==> config.mk <==
export PLATFORM = sky130hd
export DESIGN_NAME = hazard_ctrl
export DESIGN_NICKNAME = d
export VERILOG_FILES = /design/src/rtl/hazard_pkg.sv /design/src/rtl/haz_scoreboard.sv /design/src/rtl/hazard_ctrl.sv
export SDC_FILE = /design/constraint.sdc
export NUM_CORES = 1
export LEC_CHECK = 0
export ABC_AREA = 1
export CAP_MARGIN = 20
export CORE_MARGIN = 5
export CORE_UTILIZATION = 48
export CTS_CLUSTER_DIAMETER = 50
export DETAILED_ROUTE_END_ITERATION = 8
export MAX_ROUTING_LAYER = met4
export PLACE_DENSITY = 0.79
export SLEW_MARGIN = 20
export SYNTH_ARGS = -nofsm -noshare
export SYNTH_HDL_FRONTEND = slang
export SYNTH_SLANG_ARGS = --single-unit
==> constraint.sdc <==
create_clock -name CLK -period 4 [get_ports CLK]
set_clock_uncertainty 0.15 [all_clocks]
set_input_delay 1 -clock CLK [delete_from_list [all_inputs] [get_ports CLK]]
set_output_delay 1 -clock CLK [all_outputs]
set_load 0.01 [all_outputs]
==> src/rtl/hazard_pkg.sv <==
// Shared encodings for the hazard unit: forwarding selects, PC select and memory-wait FSM states.
package hazard_pkg;

    typedef enum logic [1:0] {
        REGF  = 2'b00,
        FWD_E = 2'b01,
        FWD_M = 2'b10,
        FWD_W = 2'b11
    } fwd_sel_e;

    typedef enum logic [1:0] {
        PC_PLUS4 = 2'b00,
        PC_BR    = 2'b01,
        PC_JALR  = 2'b10
    } pc_sel_e;

    typedef enum logic [1:0] {
        RUN  = 2'b00,
        WAIT = 2'b01,
        ERR  = 2'b10
    } mem_state_e;

endpackage

==> src/rtl/haz_scoreboard.sv <==
// Pending-destination scoreboard and outstanding-count tracker for long-latency operations.
module haz_scoreboard #(
    parameter int unsigned NREG     = 32,
    parameter int unsigned MAX_LONG = 4,
    localparam int unsigned AW      = $clog2(NREG)
) (
    input  logic            clk,
    input  logic            rst,
    input  logic            issue,
    input  logic [AW-1:0]   issue_addr,
    input  logic            done,
    input  logic [AW-1:0]   done_addr,
    output logic [NREG-1:0] pend,
    output logic            full
);

    localparam int unsigned CW = $clog2(MAX_LONG + 1);

    logic [CW-1:0]   cnt;
    logic [CW-1:0]   cnt_next;
    logic [NREG-1:0] pend_next;

    always_ff @(posedge clk or posedge rst) begin
        if (rst) begin
            pend <= '0;
            cnt  <= '0;
        end else begin
            pend <= pend_next;
            cnt  <= cnt_next;
        end
    end

    // Clear before set so a same-register issue/done pair leaves the bit set; x0 never tracked.
    always_comb begin
        pend_next = pend;
        cnt_next  = cnt;
        if (done) begin
            pend_next[done_addr] = 1'b0;
        end
        if (issue && (issue_addr != '0)) begin
            pend_next[issue_addr] = 1'b1;
        end
        if (issue && !done && (cnt != CW'(MAX_LONG))) begin
            cnt_next = cnt + CW'(1);
        end else if (done && !issue && (cnt != '0)) begin
            cnt_next = cnt - CW'(1);
        end
    end

    assign full = (cnt == CW'(MAX_LONG));

endmodule

==> src/rtl/hazard_ctrl.sv <==
// Pipeline hazard unit: forwarding, load-use and scoreboard stalls, memory-wait freeze, redirect sequencing.
// Optional HAZ_PERF_CNT_EN adds saturating stall/freeze/flush cycle counters.
module hazard_ctrl
    import hazard_pkg::*;
#(
    parameter int unsigned NREG        = 32,
    parameter int unsigned MAX_LONG    = 4,
    parameter int unsigned MEM_TIMEOUT = 255,
    localparam int unsigned AW         = $clog2(NREG)
) (
    input  logic          CLK,
    input  logic          RST,
    input  logic [AW-1:0] D_ADDR1,
    input  logic [AW-1:0] D_ADDR2,
    input  logic          D_USE1,
    input  logic          D_USE2,
    input  logic          D_LONG,
    input  logic [AW-1:0] E_WADDR,
    input  logic [AW-1:0] M_WADDR,
    input  logic [AW-1:0] W_WADDR,
    input  logic          E_WE,
    input  logic          M_WE,
    input  logic          W_WE,
    input  logic          E_LOAD,
    input  logic          LONG_ISSUE,
    input  logic          LONG_DONE,
    input  logic [AW-1:0] LONG_WADDR,
    input  logic          M_MEM,
    input  logic          MEM_ACK,
    input  logic          BR_TAKEN,
    input  logic          JALR_TAKEN,
    output logic [1:0]    FWD_RS1,
    output logic [1:0]    FWD_RS2,
    output logic          STALL_FD,
    output logic          BUBBLE_E,
    output logic          FLUSH_D,
    output logic          FREEZE,
    output logic [1:0]    PC_SEL,
    output logic          MEM_ERR,
    output logic          LONG_FULL
`ifdef HAZ_PERF_CNT_EN
    ,
    output logic [31:0]   STALL_CNT,
    output logic [31:0]   FREEZE_CNT,
    output logic [31:0]   FLUSH_CNT
`endif
);

    localparam int unsigned TW = $clog2(MEM_TIMEOUT + 1);

    mem_state_e    state;
    mem_state_e    state_next;
    logic [TW-1:0] timer;
    logic [TW-1:0] timer_next;
    logic          freeze_raw;
    logic          mem_err_raw;
    logic          freeze;

    logic          redir_pend;
    pc_sel_e       redir_sel;
    logic          live_redir;
    pc_sel_e       live_sel;

    logic [NREG-1:0] pend;
    logic            long_full;
    logic            load_use;
    logic            sb_stall;

    fwd_sel_e fwd1;
    fwd_sel_e fwd2;
    pc_sel_e  pc_sel;
    logic     stall;
    logic     bubble;
    logic     flush;

    function automatic fwd_sel_e fwd_for(
        input logic [AW-1:0] a,
        input logic [AW-1:0] ea,
        input logic          ev,
        input logic [AW-1:0] ma,
        input logic          mv,
        input logic [AW-1:0] wa,
        input logic          wv
    );
        if (ev && (ea != '0) && (a == ea)) return FWD_E;
        if (mv && (ma != '0) && (a == ma)) return FWD_M;
        if (wv && (wa != '0) && (a == wa)) return FWD_W;
        return REGF;
    endfunction

    // Memory-wait FSM: state register.
    always_ff @(posedge CLK or posedge RST) begin
        if (RST) begin
            state <= RUN;
            timer <= '0;
        end else begin
            state <= state_next;
            timer <= timer_next;
        end
    end

    // Memory-wait FSM: next state and freeze/error decode.
    always_comb begin
        state_next  = state;
        timer_next  = timer;
        freeze_raw  = 1'b0;
        mem_err_raw = 1'b0;
        case (state)
            RUN: begin
                if (M_MEM && !MEM_ACK) begin
                    freeze_raw = 1'b1;
                    state_next = WAIT;
                    timer_next = '0;
                end
            end
            WAIT: begin
                if (MEM_ACK) begin
                    state_next = RUN;
                end else begin
                    freeze_raw = 1'b1;
                    if (timer == TW'(MEM_TIMEOUT - 1)) begin
                        state_next = ERR;
                    end else begin
                        timer_next = timer + TW'(1);
                    end
                end
            end
            ERR: begin
                mem_err_raw = 1'b1;
                state_next  = RUN;
            end
            default: begin
                state_next = RUN;
            end
        endcase
    end

    assign freeze     = freeze_raw && !RST;
    assign live_redir = BR_TAKEN || JALR_TAKEN;
    assign live_sel   = JALR_TAKEN ? PC_JALR : PC_BR;

    // A redirect seen while frozen is held and replayed in the first unfrozen cycle.
    always_ff @(posedge CLK or posedge RST) begin
        if (RST) begin
            redir_pend <= 1'b0;
            redir_sel  <= PC_PLUS4;
        end else if (freeze && live_redir) begin
            redir_pend <= 1'b1;
            redir_sel  <= live_sel;
        end else if (!freeze) begin
            redir_pend <= 1'b0;
        end
    end

    haz_scoreboard #(
        .NREG     (NREG),
        .MAX_LONG (MAX_LONG)
    ) u_scoreboard (
        .clk        (CLK),
        .rst        (RST),
        .issue      (LONG_ISSUE && !freeze),
        .issue_addr (E_WADDR),
        .done       (LONG_DONE && !freeze),
        .done_addr  (LONG_WADDR),
        .pend       (pend),
        .full       (long_full)
    );

    assign load_use = E_LOAD && (E_WADDR != '0) &&
                      ((D_USE1 && (D_ADDR1 == E_WADDR)) || (D_USE2 && (D_ADDR2 == E_WADDR)));
    assign sb_stall = (D_USE1 && pend[D_ADDR1]) || (D_USE2 && pend[D_ADDR2]) ||
                      (D_LONG && long_full);

    // Control priority: freeze, then redirect (held before live), then stall.
    always_comb begin
        fwd1   = REGF;
        fwd2   = REGF;
        pc_sel = PC_PLUS4;
        stall  = 1'b0;
        bubble = 1'b0;
        flush  = 1'b0;
        if (!RST && !freeze) begin
            fwd1 = fwd_for(D_ADDR1, E_WADDR, E_WE && !E_LOAD, M_WADDR, M_WE, W_WADDR, W_WE);
            fwd2 = fwd_for(D_ADDR2, E_WADDR, E_WE && !E_LOAD, M_WADDR, M_WE, W_WADDR, W_WE);
            if (redir_pend) begin
                pc_sel = redir_sel;
                flush  = 1'b1;
                bubble = 1'b1;
            end else if (live_redir) begin
                pc_sel = live_sel;
                flush  = 1'b1;
                bubble = 1'b1;
            end else if (load_use || sb_stall) begin
                stall  = 1'b1;
                bubble = 1'b1;
            end
        end
    end

    assign FWD_RS1   = fwd1;
    assign FWD_RS2   = fwd2;
    assign PC_SEL    = pc_sel;
    assign STALL_FD  = stall;
    assign BUBBLE_E  = bubble;
    assign FLUSH_D   = flush;
    assign FREEZE    = freeze;
    assign MEM_ERR   = mem_err_raw && !RST;
    assign LONG_FULL = long_full;

`ifdef HAZ_PERF_CNT_EN
    // Saturating event counters.
    always_ff @(posedge CLK or posedge RST) begin
        if (RST) begin
            STALL_CNT  <= '0;
            FREEZE_CNT <= '0;
            FLUSH_CNT  <= '0;
        end else begin
            if (stall && (STALL_CNT != '1)) begin
                STALL_CNT <= STALL_CNT + 32'd1;
            end
            if (freeze && (FREEZE_CNT != '1)) begin
                FREEZE_CNT <= FREEZE_CNT + 32'd1;
            end
            if (flush && (FLUSH_CNT != '1)) begin
                FLUSH_CNT <= FLUSH_CNT + 32'd1;
            end
        end
    end
`endif

endmodule

=== Word level (Yosys, flattened, before mapping) ===
Cells that the tools add are included.

* Register bits after elaboration: 48
* Bits in latches: 0
* Bits in writable memories: 0
* ROM bits: 0
* Bits of input ports: 45
* Word-level logic and storage cells: 157
* Memories: 0

* Add/subtract/negate cells: 3
* $mul: 0
* Div/mod/pow operators: 0
* Order comparisons: 6
* Equal/unequal tests: 16
* Shift operators: 0
* Multiplexer cells: 72
* Bitwise operators: 3
* Reductions and logical operators: 51

{| class="wikitable"
|+ Operators by type and width
! kind !! number
|-
| 32-bit two-way mux || 2
|-
| 2-bit two-way mux || 21
|-
| 1-bit two-way mux || 37
|-
| 32-bit bitwise AND || 1
|-
| 32-bit NOT || 1
|-
| 32-bit OR || 1
|-
| 1-bit logical AND || 31
|-
| 5-bit == test || 6
|-
| 5-bit by 6-bit less-than comparator with 1-bit output (second input constant) || 4
|-
| 8-bit two-way mux || 3
|-
| 8-bit case mux with 2 select lines || 1
|-
| 5-bit nonzero test || 3
|-
| 1-bit binary-select mux with 5-bit select || 2
|-
| 1-bit demux with 5-bit select || 2
|-
| 5-bit by 1-bit >= comparator with 1-bit output (second input constant) || 2
|-
| 8-bit by 1-bit adder with 8-bit output (second input constant) || 1
|-
| 8-bit == test (second input constant) || 1
|-
| 1-bit zero test || 6
|-
| 3-bit two-way mux || 2
|-
| 2-bit != test (second input constant) || 3
|-
| 3-bit != test (second input constant) || 2
|-
| 1-bit logical OR || 5
|-
| 2-bit case mux with 2 select lines || 1
|-
| 4-bit AND reduction || 1
|-
| other kinds (11) || 12
|}

=== Logic depth before layout (Yosys ltp) ===
* Depth after elaboration: 17
* Depth in mapped cells: 12
* Gate-level depth less buffers: 12

=== Modules after synthesis ===
Synthesis repeated with hierarchy kept, for this count alone.

* Cell total of the unflattened synthesis: 500
* Area, all modules: 3,548.4 µm²

{| class="wikitable"
|+ By module, submodules not included
! module !! instances !! cells each !! area an instance (µm²) !! sequential area each (µm²)
|-
| hazard_ctrl || 1 || 339 || 2,065.7 || 325.3
|-
| haz_scoreboard || 1 || 161 || 1,482.7 || 875.8
|}

=== Worst setup path before layout ===
No wires, ideal clock.

* Path type: input -> output
* From: input RST
* To: output FREEZE
* Data arrival time: 2,331 ps
* Path slack: 519 ps
* Stages: 3
* Cell sequence: inv_1 nand2_4 inv_2

* Word-level cells in the longest chain between the ends: 2

{| class="wikitable"
|+ Ends and longest elaborated chain
! element !! RTL line !! RTL
|-
| from (decl) || hazard_ctrl.sv:12 || <nowiki>input logic RST,</nowiki>
|-
| 1-bit zero test || hazard_ctrl.sv:138 || <nowiki>assign freeze = freeze_raw && !RST;</nowiki>
|-
| 1-bit logical AND || hazard_ctrl.sv:138 ||
|-
| to (decl) || hazard_ctrl.sv:37 || <nowiki>output logic FREEZE,</nowiki>
|}

Every way passes these cells.

=== Final worst setup path ===
* From: input E_WADDR[0]
* To: output FWD_RS2[0]

* Word-level cells in the longest chain between the ends: 7
* Elaborated cells between the ends (all ways): 8
* Classes of those cells: eq/ne: 1; mux: 4; reduce/logical: 3

{| class="wikitable"
|+ Ends and longest elaborated chain
! element !! RTL line !! RTL
|-
| from (decl) || hazard_ctrl.sv:18 || <nowiki>input logic [AW-1:0] E_WADDR,</nowiki>
|-
| 5-bit nonzero test || hazard_ctrl.sv:85 || <nowiki>if (ev && (ea != '0) && (a == ea)) return FWD_E;</nowiki>
|-
| 1-bit logical AND || hazard_ctrl.sv:85 ||
|-
| 1-bit logical AND * || hazard_ctrl.sv:85 ||
|-
| 1-bit two-way mux * || hazard_ctrl.sv:85 ||
|-
| 1-bit two-way mux * || hazard_ctrl.sv:182 || <nowiki>if (!RST && !freeze) begin</nowiki>
|-
| 2-bit two-way mux * || hazard_ctrl.sv:86 || <nowiki>if (mv && (ma != '0) && (a == ma)) return FWD_M;</nowiki>
|-
| 2-bit two-way mux * || hazard_ctrl.sv:182 ||
|-
| to (decl) || hazard_ctrl.sv:33 || <nowiki>output logic [1:0] FWD_RS2,</nowiki>
|}

Mark *: on every way between the ends. The rest lies on a longest branch, timed or not. The select of a mux whose other input is x is not followed.

==> metrics <==
result of the run=complete, no violations; initial antenna violation count=0; routed via count=3885; cell chosen for the clock root=sky130_fd_sc_hd__clkbuf_8; Worst Setup End Kind=output port; type of the tightest min-delay check=reg -> reg; logic gate share of total power=34.2%; share of cells above drive strength 1=14.5%; DIE AREA=0.00921 mm²; Layout area overhead=30.9%; register clock-pin slew on the reported worst setup and hold paths=0.09 ns; detailed-route DRC error count=0; vias per cell=5.52; cell area after technology mapping=0.00355 mm²; Clk pwr share=19.9%; share of the yosys chip area belonging to registers=33.9%; yosys synthesis warning count=0; CTS tree=done; initial DRC count=296; effective utilization at floorplan=49.2%; Distinct cells, synth=38; number of search-and-repair iterations in the first detailed-routing pass=5; layout net count=652; area of the multi-input gates=0.00206 mm²; area share of fa/ha/maj cells after synthesis=1.27%; post-layout minimum cycle time=3.90 ns; largest fanout on the critical path=4; setup repair after global routing missed its margin=false; remaining antenna violation count after routing=0; switching portion of total power=36.6%; clock sinks=48; relative slew slack=60.6%; area of the core region=0.00721 mm²; Tot GR Track Use=26.1%; number of register bits inferred by synthesis=48; total half-perimeter wirelength after legalization and detailed placement=8920 µm; pin count of the biggest net entering global routing=49; Routed wire per std cell=16.0 µm; leading cell types in the layout, fill and taps excluded=135 x sky130_fd_sc_hd__nand2_1, 70 x sky130_fd_sc_hd__nand3_1, 55 x sky130_fd_sc_hd__o21ai_0; net switching power=0.564 mW; Congestion Overflow GR=0; Peak supply drop=0.220 mV; RePlAce Congestion=0.989; hold violation total from the final report=0; total leakage power=2.17 nW; worst endpoint data arrival time=2.75 ns; final-report max-slew violation count=0; period utilization=97.6%; Worst EP required=2.85 ns; die extent in x=96.0 µm; Int Power=0.975 mW; diode count=0; std cell rows=31; combinational family with the most area after synthesis=simple AND/OR/NAND/NOR gates; via count of the first global-routing pass=3776; Max Buffers Root-to-Sink=2; register area=0.00120 mm²; fraction of synthesized area in multiplexers=0.635%; Synth Area in Compound Gates=12.1%; Overall Power=1.54 mW; power density over cell area=332 mW/mm²; source-to-sink clock delay at the later pin of the worst-skew pair=0.30 ns; total wirelength of the detailed-routed design=11300 µm; Synth Area in Simple Gates=36.3%; input/output buffers=56; most frequent standard cell in the layout excluding fill and tap cells=sky130_fd_sc_hd__nand2_1; H-Tree Depth=2; mean area per synthesized cell=7.00 µm²; hold-fix buffer count after cts=0; number of top-level pins=57; Mapped Nets=555; kind of launch point of the worst setup path=primary input; first-pass GRT wire length=18200 µm; Post-Synth XOR/XNOR Area=7.16%; actual slew at the worst max-slew pin=0.591 ns; Num CTS Buffers=5; critical setup path kind=in -> out; max-cap violation count=0; Final setup violation count=0; sequential share of power=45.9%; gate count of the mapped netlist=507; hold slack=0.332 ns; vertical die dimension=96.0 µm; Fillers=655; f_max=256 MHz
==> cells in the mapped netlist <==
cell	number	area [µm²]
sky130_fd_sc_hd__inv_4	1	6.26
sky130_fd_sc_hd__nor4_1	2	12.5
sky130_fd_sc_hd__xor2_1	17	149
sky130_fd_sc_hd__or2_2	2	12.5
sky130_fd_sc_hd__ha_1	2	25.0
sky130_fd_sc_hd__buf_6	2	22.5
sky130_fd_sc_hd__a21oi_1	10	50.1
sky130_fd_sc_hd__nand3_2	2	20.0
sky130_fd_sc_hd__clkbuf_2	1	5.00
sky130_fd_sc_hd__mux2i_4	1	22.5
sky130_fd_sc_hd__nor2_2	3	18.8
sky130_fd_sc_hd__nor3_1	13	65.1
sky130_fd_sc_hd__clkinv_1	1	3.75
sky130_fd_sc_hd__nor2_8	1	20.0
sky130_fd_sc_hd__nand4_4	1	21.3
sky130_fd_sc_hd__o31ai_1	5	37.5
sky130_fd_sc_hd__o21ai_1	5	25.0
sky130_fd_sc_hd__fa_1	1	20.0
sky130_fd_sc_hd__xnor2_1	12	105
sky130_fd_sc_hd__clkbuf_1	1	3.75
sky130_fd_sc_hd__nand3b_1	4	30.0
sky130_fd_sc_hd__buf_2	7	35.0
sky130_fd_sc_hd__nand2_1	135	507
sky130_fd_sc_hd__nor3_2	1	10.0
sky130_fd_sc_hd__nand3_1	70	350
sky130_fd_sc_hd__nand2_4	2	22.5
sky130_fd_sc_hd__inv_2	3	11.3
sky130_fd_sc_hd__buf_4	3	22.5
sky130_fd_sc_hd__nand3b_4	2	40.0
sky130_fd_sc_hd__o41ai_1	2	17.5
sky130_fd_sc_hd__dfrtp_1	48	1200
sky130_fd_sc_hd__nand4_1	5	31.3
sky130_fd_sc_hd__nor2_1	27	101
sky130_fd_sc_hd__o21ai_0	55	275
sky130_fd_sc_hd__a21boi_1	1	7.51
sky130_fd_sc_hd__o21a_1	2	15.0
sky130_fd_sc_hd__inv_1	53	199
sky130_fd_sc_hd__nand2_2	4	25.0
==> layout make-up <==
cell class	instances	share of cell area, %
multi-input combinational	387	44.4
sequential	48	25.9
timing repair buffer	104	20.3
inverter	58	4.74
tap	99	2.67
clock buffer	7	1.86
clock inverter	1	0.162
==> worst max-delay path: stages <==
cell and delay (ns):
sky130_fd_sc_hd__clkdlybuf4s50_1 0.50, sky130_fd_sc_hd__buf_4 0.19, sky130_fd_sc_hd__xor2_1 0.15, sky130_fd_sc_hd__nor2_1 0.16, sky130_fd_sc_hd__nand3_1 0.10, sky130_fd_sc_hd__nor2_1 0.10, sky130_fd_sc_hd__inv_1 0.05, sky130_fd_sc_hd__buf_4 0.12
sky130_fd_sc_hd__a21oi_1 0.12, sky130_fd_sc_hd__dlygate4sd2_1 0.27
==> final timing paths <==
path / startpoint / endpoint / slack [ns] / cells past startpoint
min in group asynchronous: RST / u_scoreboard.cnt[2] / 1.14 / 3
min: u_scoreboard.cnt[2] / u_scoreboard.cnt[2] / 0.33 / 1
max: E_WADDR[0] / FWD_RS2[0] / 0.1 / 10
max in group asynchronous: RST / u_scoreboard.pend[28] / 2.15 / 3
min reg2reg: u_scoreboard.cnt[2] / u_scoreboard.cnt[2] / 0.33 / 1
max reg2reg: state[0] / u_scoreboard.cnt[2] / 1.80 / 11
==> metal layers <==
metal	track usage [%]	vias to the layer above	wire length, µm
li1	-	1861	-
met1	33.7	1784	4710
met2	40.7	209	5160
met3	5.32	31	1130
met4	9.36	0	256
met5	-	-	0
==> cell families (layout without fill, tap and decap cells) <==
kind of cell / after synthesis / after routing
AOI/OAI and AO/OA: 80 / 80
xor gates and xnor gates: 29 / 29
adders and majority gates: 3 / 3
buffers and inverters: 72 / 170
DFF: 48 / 48
muxes: 1 / 1
and+or+nand+nor: 274 / 274
==> repair_timing <==
item,in CTS,in global routing
gates cloned,0,0
pin swaps,3,3
endpoints found under the setup margin,6,8
gates resized for setup,13,15
hold endpoints to repair,0,0
buffers inserted,1,0
==> power groups by stage <==
| stage | Sequential [mW] | Combinational, mW | Clock, mW |
|---|---|---|---|
| after floorplan | 0.665 | 0.336 | 0 |
| after global placement | 0.704 | 0.505 | 0 |
| after detailed placement | 0.708 | 0.520 | 0 |
| after CTS | 0.698 | 0.522 | 0.311 |
| after global routing | 0.718 | 0.587 | 0.327 |
| final | 0.707 | 0.527 | 0.306 |
==> registers in the layout (all words and copies together), names as in the netlist <==
register,flops
redir_sel,2
redir_pend,1
u_scoreboard.pend,32
timer,8
state,2
u_scoreboard.cnt,3
==> per-stage QoR <==
stage / std cells / area (µm²) / setup TNS, ns / util, % / setup slack [ns]
5_1_grt: 704 / 4640 / 0 / 64.3 / 0.0119
3_5_place_dp: 695 / 4520 / -1.09 / 62.7 / -0.238
3_3_place_gp: 695 / 4520 / -1.05 / 62.7 / -0.225
4_1_cts: 704 / 4630 / 0 / 64.1 / 0.0321
6_report: 704 / 4640 / 0 / 64.3 / 0.0971
2_1_floorplan: 507 / 3550 / 0 / - / 0.519
(Power assumes the default switching activity.)
